$ cat src/rtl/mdu.sv
// Multi-cycle multiply/divide unit with HI/LO registers.
// Radix-2 shift-add multiply and restoring divide on magnitudes, sign fixed at the end.
module mdu #(
    parameter int WIDTH = 32
) (
    input  logic             clk,
    input  logic             rst,
    input  logic             start,
    input  logic [1:0]       op,
    input  logic [WIDTH-1:0] A,
    input  logic [WIDTH-1:0] B,
    input  logic             hi_we,
    input  logic             lo_we,
    input  logic [WIDTH-1:0] wdata,
    output logic             busy,
    output logic             done,
    output logic [WIDTH-1:0] hi,
    output logic [WIDTH-1:0] lo
);

    localparam int CW = $clog2(WIDTH);
    localparam logic [CW-1:0] LAST = CW'(WIDTH - 1);

    typedef enum logic [1:0] {IDLE, CALC, FIN} state_t;

    state_t state, state_nx;

    logic [CW-1:0]    count;
    logic [WIDTH-1:0] acc;      // running product high half / partial remainder
    logic [WIDTH-1:0] qr;       // multiplier shifting out / quotient shifting in
    logic [WIDTH-1:0] ma;       // multiplicand magnitude
    logic [WIDTH-1:0] mb;       // divisor magnitude
    logic             is_div;
    logic             neg_q;
    logic             neg_r;
    logic             div0;

    // operand conditioning at launch
    logic             sgn_op;
    logic             a_neg, b_neg;
    logic [WIDTH-1:0] a_mag, b_mag;

    assign sgn_op = ~op[0];
    assign a_neg  = sgn_op & A[WIDTH-1];
    assign b_neg  = sgn_op & B[WIDTH-1];
    assign a_mag  = a_neg ? -A : A;
    assign b_mag  = b_neg ? -B : B;

    // one iteration of either algorithm
    logic [WIDTH:0]   mul_sum;
    logic [WIDTH:0]   div_sh;
    logic [WIDTH-1:0] div_diff;
    logic             div_ge;
    logic [WIDTH-1:0] acc_nx, qr_nx;

    assign mul_sum  = {1'b0, acc} + {1'b0, (qr[0] ? ma : {WIDTH{1'b0}})};
    assign div_sh   = {acc, qr[WIDTH-1]};
    assign div_ge   = div_sh >= {1'b0, mb};
    // modular subtract is exact whenever div_ge holds, since the result is below mb
    assign div_diff = div_sh[WIDTH-1:0] - mb;

    always_comb begin
        acc_nx = mul_sum[WIDTH:1];
        qr_nx  = {mul_sum[0], qr[WIDTH-1:1]};
        if (is_div) begin
            acc_nx = div_ge ? div_diff : div_sh[WIDTH-1:0];
            qr_nx  = {qr[WIDTH-2:0], div_ge};
        end
    end

    // sign correction and final HI/LO values
    logic [2*WIDTH-1:0] prod, prod_s;
    logic [WIDTH-1:0]   quo_s, rem_s;
    logic [WIDTH-1:0]   res_hi, res_lo;

    assign prod   = {acc, qr};
    assign prod_s = neg_q ? -prod : prod;
    assign quo_s  = neg_q ? -qr : qr;
    assign rem_s  = neg_r ? -acc : acc;

    always_comb begin
        res_hi = prod_s[2*WIDTH-1:WIDTH];
        res_lo = prod_s[WIDTH-1:0];
        if (is_div) begin
            // divide-by-zero leaves |A| in the remainder; sign fix restores A itself
            res_hi = rem_s;
            res_lo = div0 ? {WIDTH{1'b1}} : quo_s;
        end
    end

    always_ff @(posedge clk or posedge rst) begin
        if (rst) state <= IDLE;
        else     state <= state_nx;
    end

    always_comb begin
        state_nx = state;
        case (state)
            IDLE:    if (start) state_nx = CALC;
            CALC:    if (count == LAST) state_nx = FIN;
            FIN:     state_nx = IDLE;
            default: state_nx = IDLE;
        endcase
    end

    assign busy = (state != IDLE);

    always_ff @(posedge clk or posedge rst) begin
        if (rst) begin
            count  <= '0;
            acc    <= '0;
            qr     <= '0;
            ma     <= '0;
            mb     <= '0;
            is_div <= 1'b0;
            neg_q  <= 1'b0;
            neg_r  <= 1'b0;
            div0   <= 1'b0;
            hi     <= '0;
            lo     <= '0;
            done   <= 1'b0;
        end else begin
            done <= 1'b0;
            case (state)
                IDLE: begin
                    if (hi_we) hi <= wdata;
                    if (lo_we) lo <= wdata;
                    if (start) begin
                        count  <= '0;
                        acc    <= '0;
                        qr     <= op[1] ? a_mag : b_mag;
                        ma     <= a_mag;
                        mb     <= b_mag;
                        is_div <= op[1];
                        neg_q  <= a_neg ^ b_neg;
                        neg_r  <= a_neg;
                        div0   <= op[1] & (B == '0);
                    end
                end
                CALC: begin
                    acc   <= acc_nx;
                    qr    <= qr_nx;
                    count <= count + 1'b1;
                end
                FIN: begin
                    hi   <= res_hi;
                    lo   <= res_lo;
                    done <= 1'b1;
                end
                default: ;
            endcase
        end
    end

endmodule
$ cat config.mk
export PLATFORM = sky130hd
export DESIGN_NAME = mdu
export DESIGN_NICKNAME = d
export VERILOG_FILES = /design/src/rtl/mdu.sv
export SDC_FILE = /design/constraint.sdc
export NUM_CORES = 1
export LEC_CHECK = 0
export CELL_PAD_IN_SITES_DETAIL_PLACEMENT = 1
export CELL_PAD_IN_SITES_GLOBAL_PLACEMENT = 2
export CORE_MARGIN = 4
export CORE_UTILIZATION = 38
export CTS_BUF_LIST = sky130_fd_sc_hd__clkbuf_4
export DETAILED_ROUTE_END_ITERATION = 12
export PLACE_DENSITY = 0.91
export SLEW_MARGIN = 20
export SYNTH_ARGS = -nofsm -noshare
export SYNTH_HDL_FRONTEND = slang
export SYNTH_SLANG_ARGS = --single-unit
export TNS_END_PERCENT = 20
$ cat constraint.sdc
create_clock -name clk -period 17.95 [get_ports clk]
set_input_delay 1.795 -clock clk [delete_from_list [all_inputs] [get_ports clk]]
set_output_delay 1.795 -clock clk [all_outputs]
set_load 0.02 [all_outputs]
==> results of run 1 <==
[report_power, final]
group	total [mW]	leakage, nW	internal, mW	switching [mW]
clock network	0.462	0.450	0.233	0.228
registers	1.02	2.46	0.687	0.331
logic	2.67	4.90	1.03	1.64
total	4.15	7.81	1.95	2.20
[final timing paths]
check	cells past startpoint	end	from	slack, ps
worst max-delay path	10	acc[26]	acc[8]	13560
worst min register to register	2	ma[28]	ma[28]	480
worst min-delay path	2	ma[28]	ma[28]	480
worst max register to register	10	acc[26]	acc[8]	13560
min in group asynchronous	2	lo[13]	rst	1440
max in group asynchronous	3	is_div	rst	15220
[worst max-delay path, cell delays in order, from the launching register on]
cell      delay (ps)
dfrtp_1          550
ha_1             470
nand2_1          180
nor2_1           270
nand3_1          130
a211oi_1         420
o211ai_1         280
and3_1           490
nor2_2           860
mux2i_1          240
a221oi_1         350
[logic make-up after synthesis]
logic type	count (synthesis)	synth area share
adders and majority gates	72	0.0573
AOI/OAI and AO/OA	649	0.246
xor gates and xnor gates	164	0.0898
and+or+nand+nor	631	0.197
buffers and inverters	199	0.0476
muxes	68	0.0432
DFF	204	0.319
[state kept, by name (all words and copies together), names as in the netlist, 2 cells and up]
name	count
lo	32
state	2
mb	32
hi	32
qr	32
ma	32
count	5
acc	32
[layout by cell type, fill, tap and decap left out, types with 15 or more instances in the layout]
cell type        instances
a211oi_1                38
nand3_1                 33
o22ai_1                 27
xor2_1                  69
inv_1                   72
nand2_1                215
o211ai_1                15
clkbuf_4                86
a21oi_1                179
a31oi_1                 19
a21o_1                  31
buf_4                   17
ha_1                    70
clkinv_1                15
nor3_1                  45
o21ai_0                209
nor2b_1                 17
o21ai_1                 20
mux2i_1                 60
nor2_1                 118
clkdlybuf4s50_1        167
dfrtp_1                202
nor4_1                  16
nand4_1                 19
or3_1                   26
o31ai_1                 24
and2_1                  45
xnor2_1                 95
nand2b_1                29
[metal layers]
layer / vias up / wire length, um / GRT usage
met2: 511 / 30900 / 0.454
met5: - / 0 / 0
met1: 8029 / 29800 / 0.407
li1: 7428 / - / -
met3: 113 / 4020 / 0.0400
met4: 0 / 2010 / 0.0920
[metrics by stage]
stage,hold WS (ps),instance area (sq um),util
floorplan,442,16000,-
global placement,458,18000,0.438
detailed placement,468,18000,0.438
CTS,482,18800,0.456
global route,493,18800,0.456
finish,480,18800,0.456
[cell type report]
type | count | area share
multi-input combinational | 1584 | 0.541
sequential | 204 | 0.272
timing repair buffer | 186 | 0.0966
tap | 532 | 0.0354
clock buffer | 86 | 0.0343
inverter | 74 | 0.0152
clock inverter | 20 | 0.00586
antenna | 1 | 0.000133
==> impl_results.md, run 1 <==
* Top-count cell post-synth: nand2_1
* Antenna viol nets, final at 0
* Worst-case clock buffer depth at 3
* Crit Path Class: reg2reg
* FF+latch count, synth at slightly above 200
* Ys flop type: dfrtp_1
* Worst min path class: reg2reg
* CP Capture Type: register
* Fin crit share at 0.245
* Vias at between 15000 and 20000
* CTS tree: yes
* Post-CTS Setup Repair Bufs at 0
* Max-slew headroom at 0.284
* Post_cts resized at 0
* Max Clk Rate at approximately 230 MHz
* Post-synth net total at ~2200
* Max-Cap Viols at 0
* CP Max Fanout at 18
* Startpoint types: register
* Share of cells above drive strength 1 at 0.0715
* Largest net degree at the start of global routing at between 90 and 100
* RSZ-0062 raised after global routing: no
* Vias in the first global route at ~16000
* Final setup fails at 0
* Die width at between 200 and 250 um
* First-pass GRT wire length at 99900 um
* # DRC at 0
* Post-route insts no fill at 2687
* Row count at between 70 and 80
* Post-synth EDFFs at 0
* Placed cells at 2580
* WL per Instance at roughly 25 um
* Starting DRC count in detailed routing at between 1000 and 1500
* Hold Fails Final Rpt at 0
* Via density at 5.98
* Worst Tran Pin Value at 1070 ps
* Nets at 2284
* Post-synthesis average cell area at a little over 8 sq um
* Cells after synthesis at between 1500 and 2000
* PwrDens at 221 nW/um^2
* Reg area at ~5100 sq um
* VDD IR max at 90.7 uV
* Post-synthesis cell type count at 83
* Cts bufs inserted at 59
* Clk Latency, worst-skew pair at approximately 830 ps
* Initial Utilization at 0.388
* Async SR Flop Fraction at 1.00
* Hold Buf Count CTS at 0
* DR pass1 iterations at 5
* Seq/Total Area, Yosys at 0.319
* Area leader, netlist: dfrtp_1
* Cell area after synthesis at roughly 16000 sq um
* Tot Pwr at ~4.2 mW
* Fill cell count at about 4900
* Final WL at between 60000 and 70000 um
* Required time worst endpoint at around 19000 ps
* GRT Total Usage at 0.287
* Setup TNS at 0 ps
* Final Max Tran Viols at 0
* Grt ovf at 0
* Clock skew at roughly 55 ps
* PortBufs at between 150 and 200
* Status: completed
* Multi-input gate area at 10200 sq um
* Pleak at about 8 nW
* Pre-CTS setup slack at 12850 ps
* H-tree levels at 2
* Die height at roughly 210 um
* Antenna violations before repair at 1
* GPL Wtd Cong at 0.951
* DPL Wire Length at 51300 um
* Clk slew on worst S/H paths at around 70 ps
* Post-route minimum period at approximately 4400 ps
* Ports at between 150 and 200
* Warnings from Yosys at 0
* WP data arrival at 5070 ps
* Yosys top cell area share at 0.319
* DIE AREA at 45400 sq um
* Final WS setup at roughly 14000 ps
* Clock root cell: clkbuf_4
* Synth cell count leaders: nand2_1 (216), o21ai_0 (209), dfrtp_1 (204), a21oi_1 (179), nor2_1 (120)
* Largest cells by area after synthesis: dfrtp_1 (32%), o21ai_0 (6.5%), a21oi_1 (5.6%)
* Clk sink count at just over 200
* Core Box Area at 41200 sq um
* Area Overhead vs Synth at 17.6%
Note: power is estimated with default switching activity, not from simulation.
==> run 2, diff against run 1 <==
--- a/config.mk
+++ b/config.mk
@@ -8,10 +8,10 @@
 export CELL_PAD_IN_SITES_DETAIL_PLACEMENT = 1
 export CELL_PAD_IN_SITES_GLOBAL_PLACEMENT = 2
 export CORE_MARGIN = 4
-export CORE_UTILIZATION = 38
+export CORE_UTILIZATION = 35
 export CTS_BUF_LIST = sky130_fd_sc_hd__clkbuf_4
 export DETAILED_ROUTE_END_ITERATION = 12
-export PLACE_DENSITY = 0.91
+export PLACE_DENSITY = 0.85
 export SLEW_MARGIN = 20
 export SYNTH_ARGS = -nofsm -noshare
 export SYNTH_HDL_FRONTEND = slang
==> constraint.sdc (replaced) <==
create_clock -name clk -period 4.3 [get_ports clk]
set_input_delay 0.43 -clock clk [delete_from_list [all_inputs] [get_ports clk]]
set_output_delay 0.43 -clock clk [all_outputs]
set_load 0.02 [all_outputs]
==> run 2 against run 1 <==
Effect of this change: register-to-register slack got worse by 13000 ps; design area is 2.5% higher; critical path depth is 1 higher; routed wire length shrank 0.13%; combinational power grew to 4.3 times the previous value; sequential power rose to 3.9 times the previous value; clock skew up 13 ps; count of clock-buffer cells in the layout up 8; sequential cell count stayed put; first-iteration DRC count fell by 15%; die area grew 8.2%; critical endpoint is now acc[30].
==> impl_results.md, run 2 (synthesized netlist as in run 1, its figures left out) <==
* Pleak at 8.04 nW (was 7.81 nW)
* Final setup fails at 0 (unchanged)
* DR pass1 iterations at 5 (unchanged)
* Status: completed (unchanged)
* Post-route insts no fill at 2803 (was 2687)
* Setup TNS at 0 ps (unchanged)
* Clock skew at 67.4 ps (was 54.5 ps)
* Most frequent cells in the layout: nand2_1 (215), o21ai_0 (209), dfrtp_1 (202) (unchanged)
* Worst-case clock buffer depth at 3 (unchanged)
* Internal at 8.52 mW (was 1.95 mW)
* Startpoint types: register (unchanged)
* Crit-path slowest cell: a211oi_1 (was nor2_2)
* GRT Total Usage at 0.262 (was 0.287)
* Largest net degree at the start of global routing at 121 (was 98)
* Fill cell count at 5496 (was 4938)
* Crit-path max cell delay at 630 ps (was 860 ps)
* Sw frac at 0.515 (was 0.530)
* Post-CTS Setup Repair Bufs at 0 (unchanged)
* Crit Path Class: reg2reg (unchanged)
* Clk Latency, worst-skew pair at 830 ps (about the same)
* DPL Wire Length at 53000 um (was 51300 um)
* Grt ovf at 0 (unchanged)
* Fin crit share at 0.892 (was 0.245)
* CTS tree: yes (unchanged)
* Final Max Tran Viols at 0 (unchanged)
* Die height at 222 um (was 213 um)
* Ports at 169 (unchanged)
* Worst min path class: in2reg (was reg2reg)
* Via density at 5.76 (was 5.98)
* Crit path max-delay family: compound AO/OA/AOI/OAI gates (was simple AND/OR/NAND/NOR gates)
* Max-Cap Viols at 0 (unchanged)
* PortBufs at 168 (unchanged)
* Initial Utilization at 0.353 (was 0.388)
* Vias at 16200 (was 16100)
* Max Clk Rate at 261 MHz (was 228 MHz)
* Hold Fails Final Rpt at 0 (unchanged)
* P_sw at 9.03 mW (was 2.20 mW)
* Starting DRC count in detailed routing at 1199 (was 1409)
* CP Capture Type: register (unchanged)
* Antenna viol nets, final at 0 (unchanged)
* Logic gate share of total power at 0.659 (was 0.644)
* Max-slew headroom at 0.298 (was 0.284)
* Post-route minimum period at 3840 ps (was 4390 ps)
* H-tree levels at 2 (unchanged)
* Die width at 222 um (was 213 um)
* Nets at 2327 (was 2284)
* # DRC at 0 (unchanged)
* Clk slew on worst S/H paths at 80 ps (was 70 ps)
* WL per Instance at 23.7 um (was 24.8 um)
* Share of cells above drive strength 1 at 0.0910 (was 0.0715)
* Area Overhead vs Synth at 20.5% (was 17.6%)
* DIE AREA at 49200 sq um (was 45400 sq um)
* Tot Pwr at 17.5 mW (was 4.15 mW)
* PwrDens at 911 nW/um^2 (was 221 nW/um^2)
* FF-to-FF setup slack at 460 ps (was 13560 ps)
* Commonest non-fill, non-tap cell in the layout: nand2_1 (unchanged)
* Clock root cell: clkbuf_4 (unchanged)
* Final WL at 66600 um (was 66700 um)
* First-pass GRT wire length at 101000 um (was 99900 um)
* Core Box Area at 45300 sq um (was 41200 sq um)
* RSZ-0062 raised after global routing: no (unchanged)
* Cts bufs inserted at 59 (unchanged)
* Final core occ at 0.425 (was 0.456)
* WP data arrival at 4510 ps (was 5070 ps)
* Most used cell, CP: o21ai_0
* Row count at 78 (was 74)
* Clk sink count at 204 (unchanged)
* CP Max Fanout at 14 (was 18)
* Buf+Inv Stages, Crit Path at 1 (was 0)
* CP Cell Sequence: ha_1 > nor2b_1 > o31a_1 > o21ai_0 > a211oi_1 > o211ai_1 > and3_1 > nor2_2 > buf_4 > o21ai_0 > a311oi_1 (was ha_1 > nand2_1 > nor2_1 > nand3_1 > a211oi_1 > o211ai_1 > and3_1 > nor2_2 > mux2i_1 > a221oi_1)
* Placed cells at 2690 (was 2580)
* Clock power frac at 0.113 (was 0.111)
* GPL Wtd Cong at 0.943 (was 0.951)
* Antenna violations before repair at 5 (was 1)
* Seq pwr share at 0.228 (was 0.245)
* Required time worst endpoint at 4970 ps (was 18630 ps)
* Vias in the first global route at 16600 (was 16300)
* Worst Tran Pin Value at 1050 ps (was 1070 ps)
* VDD IR max at 342 uV (was 90.7 uV)
-- run 2: cell count changes in the layout (fill, tap and decap cells not counted), moves of 2 or more --
cell | before | now
nor2b_1 | 17 | 19
nor2b_2 | 2 | 0
clkbuf_4 | 86 | 94
diode_2 | 1 | 5
buf_4 | 17 | 58
clkinv_2 | 3 | 0
clkinv_1 | 15 | 10
buf_12 | 0 | 2
-- run 2: stage by stage --
step	area (sq um)	hold slack [ps]	worst slack, ps
floorplan	16000	442	861
global placement	18500	466	552
detailed placement	18500	466	502
CTS	19300	217	543
global route	19300	285	243
finish	19300	279	464
-- run 2: power groups by stage --
stage	clock (mW)	sequential (mW)	combinational, mW
finish	1.99	3.99	11.6
global route	2.15	4.10	12.6
CTS	2.04	3.98	11.5
detailed placement	0	4.01	11.5
global placement	0	3.97	11.2
floorplan	0	3.87	7.36
-- run 2: worst register-to-register path: cells and delay by family (launching register included) --
family                     cells  cell delay [ps]
AOI/OAI and AO/OA              6             1670
DFF                            1              560
and+or+nand+nor                3              820
buffers and inverters          1              250
adders and majority gates      1              390
-- run 2: repair_timing --
item	CTS	global route
resized for setup	0	0
endpoints found under the hold margin	12	0
hold buffers	1	0
-- run 2: cell type report --
| cell class | count | area [sq um] | share of cell area |
|---|---|---|---|
| multi-input cells | 1584 | 10200 | 0.528 |
| flip-flops and latches | 204 | 5110 | 0.265 |
| repair buffers | 229 | 2160 | 0.112 |
| well taps | 600 | 751 | 0.0390 |
| clock buffers | 94 | 706 | 0.0366 |
| inverters | 74 | 282 | 0.0146 |
| clock inverters | 13 | 80.1 | 0.00416 |
| diodes | 5 | 12.5 | 0.000649 |
-- run 2: worst paths after layout --
path,from,to,depth (start not counted)
min in group asynchronous,rst,lo[21],3
max in group asynchronous,rst,acc[21],4
min reg2reg,mb[8],mb[8],2
max reg2reg,acc[0],acc[30],11
min,wdata[19],hi[19],3
max,acc[0],acc[30],11
-- run 2: routing by layer --
metal,global-route usage,part of all wire,up-vias
met5,0,0.00020,-
li1,-,-,7516
met2,0.416,0.46,439
met3,0.0339,0.052,115
met1,0.371,0.46,8082
met4,0.0890,0.033,2
